### src/rtl/interrupt_seq_pkg.sv
// Shared types and constants for the interrupt sequencer: sequence sources,
// FSM states, vector bases and pushed-byte select encodings.
package interrupt_seq_pkg;

    typedef enum logic [1:0] {
        SRC_RESET = 2'b00,
        SRC_NMI   = 2'b01,
        SRC_IRQ   = 2'b10,
        SRC_BRK   = 2'b11
    } src_t;

    typedef enum logic {
        ST_IDLE = 1'b0,
        ST_SEQ  = 1'b1
    } state_t;

    localparam logic [15:0] VEC_NMI   = 16'hFFFA;
    localparam logic [15:0] VEC_RESET = 16'hFFFC;
    localparam logic [15:0] VEC_IRQ   = 16'hFFFE;

    localparam logic [1:0] WSEL_NONE = 2'b00;
    localparam logic [1:0] WSEL_PCH  = 2'b01;
    localparam logic [1:0] WSEL_PCL  = 2'b10;
    localparam logic [1:0] WSEL_P    = 2'b11;

    localparam logic [7:0] STACK_PAGE = 8'h01;

    // IRQ and BRK share a vector; the B bit is what tells them apart on the stack.
    function automatic logic [15:0] vectorBase(input src_t s);
        logic [15:0] base;
        case (s)
            SRC_NMI:   base = VEC_NMI;
            SRC_RESET: base = VEC_RESET;
            default:   base = VEC_IRQ;
        endcase
        return base;
    endfunction

endpackage

### src/rtl/nmi_edge_latch.sv
// Rising-edge detector for nmi with a sticky pending flag; a clear consumes it,
// and any edge seen while it is already set is absorbed.
module nmi_edge_latch (
    input  logic clk,
    input  logic rst,
    input  logic nmi,
    input  logic clear,
    output logic pending
);

    logic r_nmiPrev;
    logic r_pending;

    always_ff @(posedge clk or posedge rst) begin
        if (rst) begin
            r_nmiPrev <= 1'b0;
            r_pending <= 1'b0;
        end else begin
            r_nmiPrev <= nmi;
            if (clear) begin
                r_pending <= 1'b0;
            end else if (nmi && !r_nmiPrev) begin
                r_pending <= 1'b1;
            end
        end
    end

    assign pending = r_pending;

endmodule

### src/rtl/interrupt_sequencer.sv
// 6502-style interrupt/reset sequencer: seven-cycle push-and-vector sequence
// started at an instruction boundary, with NMI priority and NMI vector hijack.
module interrupt_sequencer
    import interrupt_seq_pkg::*;
(
    input  logic        clk,
    input  logic        rst,
    input  logic        nmi,
    input  logic        irq,
    input  logic        i_flag,
    input  logic        instr_boundary,
    input  logic        brk,
    input  logic [7:0]  sp,
    input  logic [7:0]  data_in,
    output logic        seq_busy,
    output logic [2:0]  seq_cycle,
    output logic [1:0]  src,
    output logic [15:0] addr_out,
    output logic        write_en,
    output logic [1:0]  wdata_sel,
    output logic        b_flag,
    output logic        sp_dec,
    output logic        set_i,
    output logic        pc_load,
    output logic [15:0] vector_out
);

    state_t      r_state;
    state_t      w_stateNext;
    logic [2:0]  r_cycle;
    logic [2:0]  w_cycleNext;
    src_t        r_src;
    src_t        w_srcNext;
    logic        r_bFlag;
    logic        w_bFlagNext;
    logic [7:0]  r_vecLo;
    logic [15:0] r_vector;
    logic        r_pcLoad;
    logic        w_nmiPending;
    logic        w_nmiClear;
    logic [15:0] w_base;

    nmi_edge_latch u_nmiLatch (
        .clk     (clk),
        .rst     (rst),
        .nmi     (nmi),
        .clear   (w_nmiClear),
        .pending (w_nmiPending)
    );

    // Reset parks the FSM in cycle 1 of a RESET sequence so it runs on release.
    always_ff @(posedge clk or posedge rst) begin
        if (rst) begin
            r_state  <= ST_SEQ;
            r_cycle  <= 3'd1;
            r_src    <= SRC_RESET;
            r_bFlag  <= 1'b0;
            r_vecLo  <= 8'h00;
            r_vector <= 16'h0000;
            r_pcLoad <= 1'b0;
        end else begin
            r_state  <= w_stateNext;
            r_cycle  <= w_cycleNext;
            r_src    <= w_srcNext;
            r_bFlag  <= w_bFlagNext;
            r_pcLoad <= (r_state == ST_SEQ) && (r_cycle == 3'd7);
            if ((r_state == ST_SEQ) && (r_cycle == 3'd6)) begin
                r_vecLo <= data_in;
            end
            if ((r_state == ST_SEQ) && (r_cycle == 3'd7)) begin
                r_vector <= {data_in, r_vecLo};
            end
        end
    end

    always_comb begin
        w_stateNext = r_state;
        w_cycleNext = r_cycle;
        w_srcNext   = r_src;
        w_bFlagNext = r_bFlag;
        w_nmiClear  = 1'b0;
        case (r_state)
            ST_IDLE: begin
                if (instr_boundary) begin
                    if (w_nmiPending) begin
                        w_stateNext = ST_SEQ;
                        w_cycleNext = 3'd1;
                        w_srcNext   = SRC_NMI;
                        w_bFlagNext = 1'b0;
                        w_nmiClear  = 1'b1;
                    end else if (irq && !i_flag) begin
                        w_stateNext = ST_SEQ;
                        w_cycleNext = 3'd1;
                        w_srcNext   = SRC_IRQ;
                        w_bFlagNext = 1'b0;
                    end else if (brk) begin
                        w_stateNext = ST_SEQ;
                        w_cycleNext = 3'd1;
                        w_srcNext   = SRC_BRK;
                        w_bFlagNext = 1'b1;
                    end
                end
            end
            ST_SEQ: begin
                if (r_cycle == 3'd7) begin
                    w_stateNext = ST_IDLE;
                    w_cycleNext = 3'd0;
                end else begin
                    w_cycleNext = r_cycle + 3'd1;
                    // Last chance to hijack: a pending NMI redirects the vector fetch
                    // but the already-pushed B bit stays as it was.
                    if ((r_cycle == 3'd5) && w_nmiPending &&
                        ((r_src == SRC_IRQ) || (r_src == SRC_BRK))) begin
                        w_srcNext  = SRC_NMI;
                        w_nmiClear = 1'b1;
                    end
                end
            end
            default: begin
                w_stateNext = ST_IDLE;
                w_cycleNext = 3'd0;
            end
        endcase
    end

    assign w_base = vectorBase(r_src);

    always_comb begin
        seq_busy  = (r_state == ST_SEQ);
        seq_cycle = r_cycle;
        src       = r_src;
        addr_out  = 16'h0000;
        write_en  = 1'b0;
        wdata_sel = WSEL_NONE;
        b_flag    = 1'b0;
        sp_dec    = 1'b0;
        set_i     = 1'b0;
        if (r_state == ST_SEQ) begin
            b_flag = r_bFlag;
            case (r_cycle)
                3'd1, 3'd2: begin
                    addr_out = {STACK_PAGE, sp};
                end
                3'd3: begin
                    addr_out  = {STACK_PAGE, sp};
                    sp_dec    = 1'b1;
                    write_en  = (r_src != SRC_RESET);
                    wdata_sel = WSEL_PCH;
                end
                3'd4: begin
                    addr_out  = {STACK_PAGE, sp};
                    sp_dec    = 1'b1;
                    write_en  = (r_src != SRC_RESET);
                    wdata_sel = WSEL_PCL;
                end
                3'd5: begin
                    addr_out  = {STACK_PAGE, sp};
                    sp_dec    = 1'b1;
                    write_en  = (r_src != SRC_RESET);
                    wdata_sel = WSEL_P;
                end
                3'd6: begin
                    addr_out = w_base;
                end
                3'd7: begin
                    addr_out = w_base + 16'd1;
                    set_i    = 1'b1;
                end
                default: begin
                    addr_out = 16'h0000;
                end
            endcase
        end
    end

    assign pc_load    = r_pcLoad;
    assign vector_out = r_vector;

endmodule
### config.mk
export PLATFORM = sky130hd
export DESIGN_NAME = interrupt_sequencer
export DESIGN_NICKNAME = d
export VERILOG_FILES = /design/src/rtl/interrupt_seq_pkg.sv /design/src/rtl/nmi_edge_latch.sv /design/src/rtl/interrupt_sequencer.sv
export SDC_FILE = /design/constraint.sdc
export NUM_CORES = 1
export LEC_CHECK = 0
export BUFFER_PORTS_ARGS = -buffer_cell sky130_fd_sc_hd__buf_4
export CAP_MARGIN = 20
export CORE_MARGIN = 2
export CORE_UTILIZATION = 40
export CTS_BUF_LIST = sky130_fd_sc_hd__clkbuf_16
export DETAILED_ROUTE_END_ITERATION = 10
export PLACE_DENSITY = 0.69
export SLEW_MARGIN = 15
export SYNTH_ARGS = -nofsm -noshare
export SYNTH_HDL_FRONTEND = slang
export SYNTH_SLANG_ARGS = --single-unit
### constraint.sdc
create_clock -name clk -period 1.6 [get_ports clk]
set_input_delay 0.16 -clock clk [delete_from_list [all_inputs] [get_ports clk]]
set_output_delay 0.16 -clock clk [all_outputs]
set_load 0.03 [all_outputs]
==> results of run 1 <==
metrics by stage:
stage               setup slack [ns]  std cells
floorplan                     -0.266        134
global placement              -0.138        257
detailed placement            -0.215        257
CTS                           -0.381        267
global route                  -0.419        277
finish                        -0.373        277
synthesized netlist by cell type (2+ instances only):
cell | count | share of area
dfrtp_1 | 32 | 0.47
mux2_2 | 15 | 0.098
mux2_4 | 9 | 0.079
nor2_1 | 8 | 0.018
inv_1 | 7 | 0.015
a21o_2 | 6 | 0.031
buf_4 | 6 | 0.026
ha_1 | 6 | 0.044
a21oi_1 | 5 | 0.015
o21ai_0 | 4 | 0.012
buf_6 | 3 | 0.020
a22o_1 | 2 | 0.010
and2_1 | 2 | 0.0073
dfstp_2 | 2 | 0.031
mux2i_1 | 2 | 0.012
nor2b_1 | 2 | 0.0073
layer usage:
layer  track usage  share of wire
met1         0.203           0.41
met2         0.295           0.50
met3        0.0567          0.075
met4        0.0675          0.020
met5             0              0
logic make-up (layout without fill, tap and decap cells):
group           count (synthesis)  count (layout)
simple gates                   24              24
buf+inv                        19             112
compound gates                 25              25
fa+ha+maj                       6               6
flops                          34              34
mux                            26              26
power groups by stage:
stage | clock, uW | sequential [uW] | combinational, uW
floorplan | 0 | 2160 | 2470
global placement | 0 | 1630 | 4400
detailed placement | 0 | 1650 | 4490
CTS | 904 | 1670 | 4910
global route | 936 | 1730 | 5540
finish | 874 | 1670 | 5250
sequential cells by signal, summed over array words and instances, names as in the netlist:
name and flops:
seq_cycle 3, seq_busy 1, vector_out 16, pc_load 1, u_nmiLatch.r_nmiPrev 1, u_nmiLatch.pending 1, r_bFlag 1, src 2
r_vecLo 8
worst paths after layout:
path / endpoint / depth (start not counted) / startpoint
max in group asynchronous: vector_out[2] / 4 / rst
setup / recovery: addr_out[2] / 6 / seq_cycle[0]
hold reg to reg: r_vecLo[1] / 1 / r_vecLo[1]
hold / removal: u_nmiLatch.r_nmiPrev / 1 / nmi
min in group asynchronous: src[0] / 3 / rst
setup reg to reg: vector_out[6] / 8 / seq_cycle[0]
area by class of cell:
type | count | area [um^2]
flip-flops and latches | 34 | 856
well taps | 50 | 62.6
repair buffers | 97 | 901
inverters | 8 | 36.3
clock inverters | 2 | 10.0
clock buffers | 5 | 125
fillers | 274 | 1120
multi-input cells | 81 | 942
timing repair:
item                                   in CTS  in global routing
cloned                                      0                  1
endpoints found under the hold margin       9                  0
hold buffers                                1                  0
setup buffers                               3                  9
gates resized for setup                    33                 17
setup endpoints to repair                  34                 44
pin swaps                                   6                  5
==> impl_metrics.env, run 1 <==
export IMPL_intPower_uw=4490
export IMPL_drv_cap=0
export IMPL_nNetsFinal=256
export IMPL_n_antenna_cell=0
export IMPL_synth_xor_area_share=0
export IMPL_grtUsageTotal=0.174
export IMPL_fp_row_count=23
export IMPL_synth_fa_ha_area_frac=0.0438
export IMPL_synth_flop_cell="dfrtp_1"
export IMPL_stdcell_area_um2=2930
export IMPL_synth_top_family_by_area="multiplexers"
export IMPL_clockRootBuffer="clkbuf_16"
export IMPL_gp_congestion=0.821
export IMPL_fin_util=0.723
export IMPL_synth_mux_area_frac=0.189
export IMPL_synthSimpleGateAreaFrac=0.0861
export IMPL_ys_warn_count=0
export IMPL_core_area_um2=4060
export IMPL_synth_edf_count=0
export IMPL_finalSetupViolCount=39
export IMPL_worstSetupStartpointType="flip-flop"
export IMPL_cts_buffers=5
export IMPL_power_leakage_uw=0.00143
export IMPL_synth_compound_area_frac=0.115
export IMPL_setup_ws_ns=-0.373
export IMPL_chipHeight_um=69.5
export IMPL_comb_power_share=0.673
export IMPL_layout_common_cells="buf_4 (66), dfrtp_1 (30), buf_6 (24)"
export IMPL_hp_class="input port to flip-flop"
export IMPL_drtIter0Drc=25
export IMPL_worstPathArrival_ns=1.81
export IMPL_tightest_slew_ns=0.536
export IMPL_path_cells="inv_2, ha_4, nor3_4, a211oi_4, a22o_4, buf_6"
export IMPL_timing_setup_tns_ns=-8.99
export IMPL_hpwl_mm=2.90
export IMPL_synthCells=134
export IMPL_htree_levels=2
export IMPL_io_pin_count=68
export IMPL_grt_pass1_vias=1388
export IMPL_insertion_delay_ns=0.27
export IMPL_fin_crit_sh=1.23
export IMPL_path_buf_inv=2
export IMPL_layout_commonest_cell="buf_4"
export IMPL_drt_wirelength_per_cell_um=15.0
export IMPL_cts_sinks=34
export IMPL_grt_pass1_wl_mm=6.72
export IMPL_ant_nets=0
export IMPL_synth_nets=163
export IMPL_antenna_found_initial=0
export IMPL_fmax_ghz=0.507
export IMPL_area_growth_pct=71.0
export IMPL_port_buffers=67
export IMPL_ir_drop_v=0.00137
export IMPL_crit_slowest_cell="dfstp_2"
export IMPL_finalHoldViolCount=0
export IMPL_crit_fanout=9
export IMPL_die_x_um=69.5
export IMPL_grt_max_degree=24
export IMPL_power_clock_fraction=0.112
export IMPL_rsz0062_at_grt="yes"
export IMPL_fin_hold_ws_ns=0.00954
export IMPL_crit_type="flip-flop to output port"
export IMPL_route_vias_total=1372
export IMPL_path_clk_slew_ns=0.05
export IMPL_ys_types=39
export IMPL_routed_via_density=4.95
export IMPL_critPathMaxStageDelay_ns=0.56
export IMPL_grt_ovfl_total=0
export IMPL_pwr_share_seq=0.215
export IMPL_fin_crit_ns=1.97
export IMPL_crit_path_end_kind="output port"
export IMPL_status="finished with violations"
export IMPL_synth_seq_area_share=0.497
export IMPL_drc=0
export IMPL_initial_utilization=0.423
export IMPL_relSlewSlack=0.642
export IMPL_crit_family="flip-flops"
export IMPL_ff2ff_setup_slack_ns=-0.20
export IMPL_synth_area_per_cell_um2=12.8
export IMPL_slew_viol_final=0
export IMPL_finalPower_uw=7800
export IMPL_power_density_nw_per_um2=2660
export IMPL_switching_power_uw=3310
export IMPL_clock_path_buffers=2
export IMPL_ys_async_sr_fraction=1.00
export IMPL_violations="setup timing"
export IMPL_cts_tree="yes"
export IMPL_synth_seq_cells=34
export IMPL_synth_area_um2=1720
export IMPL_skew_ns=0.00309
export IMPL_dr_pass1_iters=2
export IMPL_fp_dieArea_um2=4830
export IMPL_dpl_cell_area_um2=2450
export IMPL_switching_share=0.424
export IMPL_worstPathRequired_ns=1.44
export IMPL_drive_gt1_frac=0.722
export IMPL_routed_wl_mm=4.16
Power figures use the tool's default switching activity.
==> run 2: changes to the inputs <==
GPL_TIMING_DRIVEN = 0   (was default)
==> run 2 against run 1 <==
The flow still finishes with violations (setup timing). Sequential share of layout area rose by 0.71 points. Sequential cell count did not move. Maximum frequency is 0.36% lower. Clock power increased by 20%. Total power shrank 0.10%. Combinational power is 2% lower. Critical endpoint is now addr_out[8]. Largest power group unchanged.
==> impl_metrics.env, run 2 (synthesis gave the netlist of run 1 again) <==
export IMPL_status="finished with violations"
export IMPL_violations="setup timing"
export IMPL_fin_crit_ns=1.98
export IMPL_cp_startpoint="seq_cycle[0]"
export IMPL_drive_gt1_frac=0.698
export IMPL_slew_viol_final=0
export IMPL_tightest_slew_ns=0.709
export IMPL_timing_setup_tns_ns=-8.49
export IMPL_chipHeight_um=69.5
export IMPL_setup_ws_ns=-0.380
export IMPL_largest_register_ffs=16
export IMPL_path_buf_inv=3
export IMPL_ant_nets=0
export IMPL_initial_utilization=0.423
export IMPL_fp_row_count=23
export IMPL_power_clock_fraction=0.135
export IMPL_insertion_delay_ns=0.27
export IMPL_port_buffers=67
export IMPL_dpl_cell_area_um2=2380
export IMPL_finalSetupViolCount=39
export IMPL_routed_wl_mm=4.16
export IMPL_area_growth_pct=66.7
export IMPL_dr_pass1_iters=4
export IMPL_worstPathRequired_ns=1.44
export IMPL_clockRootBuffer="clkbuf_16"
export IMPL_fin_crit_sh=1.24
export IMPL_io_pin_count=68
export IMPL_grt_max_degree=35
export IMPL_r2r_end="vector_out[9]"
export IMPL_drv_cap=0
export IMPL_comb_power_share=0.662
export IMPL_cts_buffers=5
export IMPL_finalPower_uw=7790
export IMPL_layout_common_cells="buf_4 (62), dfrtp_1 (31), buf_6 (23)"
export IMPL_switching_power_uw=3270
export IMPL_clock_path_buffers=2
export IMPL_ff2ff_setup_slack_ns=-0.19
export IMPL_stdcell_area_um2=2860
export IMPL_fin_util=0.705
export IMPL_n_antenna_cell=0
export IMPL_worstPathArrival_ns=1.82
export IMPL_crit_type="flip-flop to output port"
export IMPL_grt_pass1_wl_mm=6.83
export IMPL_drt_wirelength_per_cell_um=15.1
export IMPL_fp_dieArea_um2=4830
export IMPL_worst_r2r_cell_count=8
export IMPL_grtUsageTotal=0.177
export IMPL_relSlewSlack=0.527
export IMPL_intPower_uw=4520
export IMPL_worstReg2RegStart="seq_cycle[0]"
export IMPL_ir_drop_v=0.00140
export IMPL_crit_family="buffers and inverters"
export IMPL_path_clk_slew_ns=0.05
export IMPL_crit_path_end_kind="output port"
export IMPL_rsz0062_at_grt="yes"
export IMPL_path_cells="buf_6, ha_4, ha_4, a21oi_4, nor2_4, buf_12, or2_4, buf_6"
export IMPL_dp_slack_ns=-0.235
export IMPL_routed_via_density=4.91
export IMPL_cp_depth=8
export IMPL_switching_share=0.419
export IMPL_power_leakage_uw=0.00139
export IMPL_nNetsFinal=253
export IMPL_htree_levels=2
export IMPL_power_density_nw_per_um2=2720
export IMPL_finalHoldViolCount=0
export IMPL_pwr_share_seq=0.204
export IMPL_endpoint="addr_out[8]"
export IMPL_critPathMaxStageDelay_ns=0.37
export IMPL_crit_slowest_cell="dfstp_2"
export IMPL_antenna_found_initial=0
export IMPL_worstSetupStartpointType="flip-flop"
export IMPL_fmax_ghz=0.505
export IMPL_route_vias_total=1350
export IMPL_core_area_um2=4060
export IMPL_skew_ns=0.00431
export IMPL_layout_commonest_cell="buf_4"
export IMPL_hp_class="input port to async pin"
export IMPL_drtIter0Drc=48
export IMPL_drc=0
export IMPL_grt_pass1_vias=1436
export IMPL_cts_tree="yes"
export IMPL_die_x_um=69.5
export IMPL_crit_fanout=13
export IMPL_cts_sinks=34
export IMPL_hpwl_mm=2.79
export IMPL_gp_congestion=0.779
export IMPL_grt_ovfl_total=0
run 2: cell types whose count changed in the layout (fill, tap and decap cells not counted), moves of 2 or more:
cell      previous run  this run
inv_1                3         5
mux2_2               7        14
mux2_4              17        10
clkinv_2             2         0
buf_4               66        62
ha_4                 6         4
run 2: stage by stage:
step           instances  hold WS [ns]
2_1_floorplan        134         0.191
3_3_place_gp         251         0.281
3_5_place_dp         251         0.282
4_1_cts              272        0.0275
5_1_grt              275        0.0748
6_report             275        0.0112
run 2: worst min path at each step:
stage                     startpoint                    to  slack [ns]  depth (start not counted)
after floorplan                  nmi  u_nmiLatch.r_nmiPrev        0.19                          0
after global placement           nmi  u_nmiLatch.r_nmiPrev        0.28                          1
after detailed placement         nmi  u_nmiLatch.r_nmiPrev        0.28                          1
after CTS                        rst        vector_out[14]        0.03                          2
after global routing             rst        vector_out[14]        0.07                          2
final                            rst          seq_cycle[2]        0.01                          2
run 2: metal layers:
| layer | vias to the layer above | wire length (um) | global-route usage |
|---|---|---|---|
| met5 | - | 0 | 0 |
| met4 | 0 | 17 | 0.0523 |
| met3 | 2 | 332 | 0.0581 |
| met2 | 66 | 2130 | 0.309 |
| met1 | 644 | 1680 | 0.208 |
| li1 | 638 | - | - |
run 2: what timing repair did:
action | CTS | global route
resized for setup | 33 | 9
setup buffers | 13 | 6
gates cloned | 0 | 0
hold buffers | 1 | 0
setup endpoints to repair | 39 | 40
pin swaps | 9 | 4
endpoints found under the hold margin | 1 | 0
run 2: cell type report:
cell class | instances | area [um^2]
Fill cell | 276 | 1200
Multi-Input combinational cell | 81 | 886
Sequential cell | 34 | 855
Timing Repair Buffer | 83 | 758
Clock buffer | 5 | 125
Buffer | 11 | 101
Tap cell | 50 | 62.6
Clock inverter | 3 | 37.5
Inverter | 8 | 33.8
run 2: power by group through the flow:
stage                     Clock (uW)  Sequential (uW)  Combinational, uW
after floorplan                    0             2160               2470
after global placement             0             1610               4240
after detailed placement           0             1630               4340
after CTS                       1070             1580               5060
after global routing            1120             1640               5430
final                           1050             1590               5150
==> run 3: changes to the inputs <==
CORE_UTILIZATION = 43   (was 40)
PLACE_DENSITY = 0.73   (was 0.69)
==> run 3 against run 2 <==
The run ends with hold timing, setup timing left. Register-to-register slack about the same. Combinational power up 4.1%. Sequential power increased by 3%. Sequential cell count unchanged. Clock skew up 0.0028 ns. Sequential share of layout area is 0.64 points lower. Via count is 4.8% higher. Count of clock-buffer cells in the layout did not move. Worst hold slack got worse by 0.015 ns. Final cell count increased by 1.5%. Critical path type unchanged. Largest cell class unchanged.
==> impl_metrics.env, run 3 (synthesis gave the netlist of run 1 again) <==
export IMPL_finalHoldViolCount=3
export IMPL_rsz0062_at_grt="yes"
export IMPL_grt_max_degree=35
export IMPL_layout_common_cells="buf_4 (65), dfrtp_1 (31), buf_6 (27)"
export IMPL_grt_pass1_wl_mm=6.82
export IMPL_timing_setup_tns_ns=-9.28
export IMPL_fin_crit_sh=1.28
export IMPL_drv_cap=0
export IMPL_io_pin_count=68
export IMPL_power_density_nw_per_um2=2700
export IMPL_layout_commonest_cell="buf_4"
export IMPL_routed_wl_mm=4.65
export IMPL_drtIter0Drc=35
export IMPL_hpwl_mm=2.81
export IMPL_hp_class="input port to async pin"
export IMPL_grt_ovfl_total=0
export IMPL_fmax_ghz=0.489
export IMPL_power_leakage_uw=0.00144
export IMPL_clockRootBuffer="clkbuf_16"
export IMPL_cts_sinks=34
export IMPL_grt_pass1_vias=1371
export IMPL_worstSetupStartpointType="flip-flop"
export IMPL_fin_util=0.780
export IMPL_cts_tree="yes"
export IMPL_tightest_slew_ns=0.701
export IMPL_crit_fanout=15
export IMPL_grtUsageTotal=0.209
export IMPL_gp_congestion=0.766
export IMPL_drc=0
export IMPL_crit_family="flip-flops"
export IMPL_dr_wl_met2_mm=2.41
export IMPL_top_layer_used="met4"
export IMPL_dr_pass1_iters=4
export IMPL_die_x_um=67.2
export IMPL_worstPathArrival_ns=1.89
export IMPL_clock_path_buffers=2
export IMPL_largest_register_ffs=16
export IMPL_nNetsFinal=259
export IMPL_path_cells="inv_2, ha_4, a21oi_4, nor2_4, buf_12, or2_4, buf_6"
export IMPL_violations="hold timing, setup timing"
export IMPL_critPathMaxStageDelay_ns=0.60
export IMPL_ant_nets=0
export IMPL_chipHeight_um=67.2
export IMPL_fp_row_count=22
export IMPL_insertion_delay_ns=0.28
export IMPL_crit_type="flip-flop to output port"
export IMPL_area_growth_pct=70.3
export IMPL_port_buffers=67
export IMPL_cp_startpoint="seq_cycle[0]"
export IMPL_antenna_found_initial=0
export IMPL_wl_met1_mm=1.87
export IMPL_path_buf_inv=3
export IMPL_fp_dieArea_um2=4510
export IMPL_relSlewSlack=0.532
export IMPL_status="finished with violations"
export IMPL_worstReg2RegStart="seq_cycle[0]"
export IMPL_n_antenna_cell=0
export IMPL_route_vias_total=1415
export IMPL_crit_path_end_kind="output port"
export IMPL_path_clk_slew_ns=0.05
export IMPL_drive_gt1_frac=0.714
export IMPL_drt_wirelength_per_cell_um=16.7
export IMPL_r2r_end="vector_out[5]"
export IMPL_slew_viol_final=0
export IMPL_endpoint="addr_out[8]"
export IMPL_htree_levels=2
export IMPL_final_fill_count=233
export IMPL_crit_slowest_cell="dfstp_2"
export IMPL_skew_ns=0.00709
export IMPL_worstPathRequired_ns=1.44
export IMPL_cts_buffers=5
export IMPL_routed_via_density=5.07
export IMPL_ff2ff_setup_slack_ns=-0.20
export IMPL_finalSetupViolCount=39
export IMPL_wl_met3_um=302
export IMPL_core_area_um2=3740
export IMPL_worst_r2r_cell_count=7
export IMPL_fin_hold_ws_ns=-0.00369
export IMPL_initial_utilization=0.458
export IMPL_fin_crit_ns=2.05
export IMPL_ir_drop_v=0.00128
export IMPL_cp_depth=7
export IMPL_setup_ws_ns=-0.446
## run 3: where the power goes
part / internal [uW] / switching [uW]
Clock: 561 / 341
Sequential: 1310 / 312
Combinational: 2600 / 2770
## run 3: per-stage QoR
| stage | cell area [um^2] | total power [uW] | instances | setup slack, ns |
|---|---|---|---|---|
| after global routing | 2920 | 8250 | 279 | -0.491 |
| after CTS | 2830 | 7620 | 270 | -0.471 |
| after floorplan | 1820 | 4630 | 134 | -0.266 |
| final | 2920 | 7890 | 279 | -0.446 |
| after global placement | 2380 | 5850 | 249 | -0.201 |
| after detailed placement | 2380 | 5950 | 249 | -0.245 |
## run 3: metal layers
metal / track usage / vias up
met3: 0.0550 / 6
met4: 0.0765 / 0
met1: 0.252 / 703
li1: - / 654
met2: 0.360 / 52
met5: 0 / -
## run 3: layout make-up
class,instances,area [um^2],share of cell area
multi-input combinational,82,953,0.326
sequential,34,855,0.293
timing repair buffer,88,777,0.266
clock buffer,5,125,0.0428
buffer,11,105,0.0360
tap,48,60.1,0.0206
inverter,8,33.8,0.0116
clock inverter,3,12.5,0.00428
## run 3: worst min path at each step
stage	from	end	slack, ns	depth (start not counted)
global placement	nmi	u_nmiLatch.r_nmiPrev	0.28	1
global route	rst	vector_out[15]	0.06	2
CTS	rst	vector_out[13]	0.01	2
floorplan	nmi	u_nmiLatch.r_nmiPrev	0.19	0
detailed placement	nmi	u_nmiLatch.r_nmiPrev	0.28	1
finish	rst	vector_out[15]	-0.004	2
## run 3: timing repair
action | 4_1_cts | 5_1_grt
gates resized for setup | 43 | 16
endpoints found under the setup margin | 38 | 44
setup buffers | 10 | 13
cloned | 2 | 0
hold endpoints to repair | 1 | 0
pin swaps | 10 | 10
hold buffers | 1 | 0
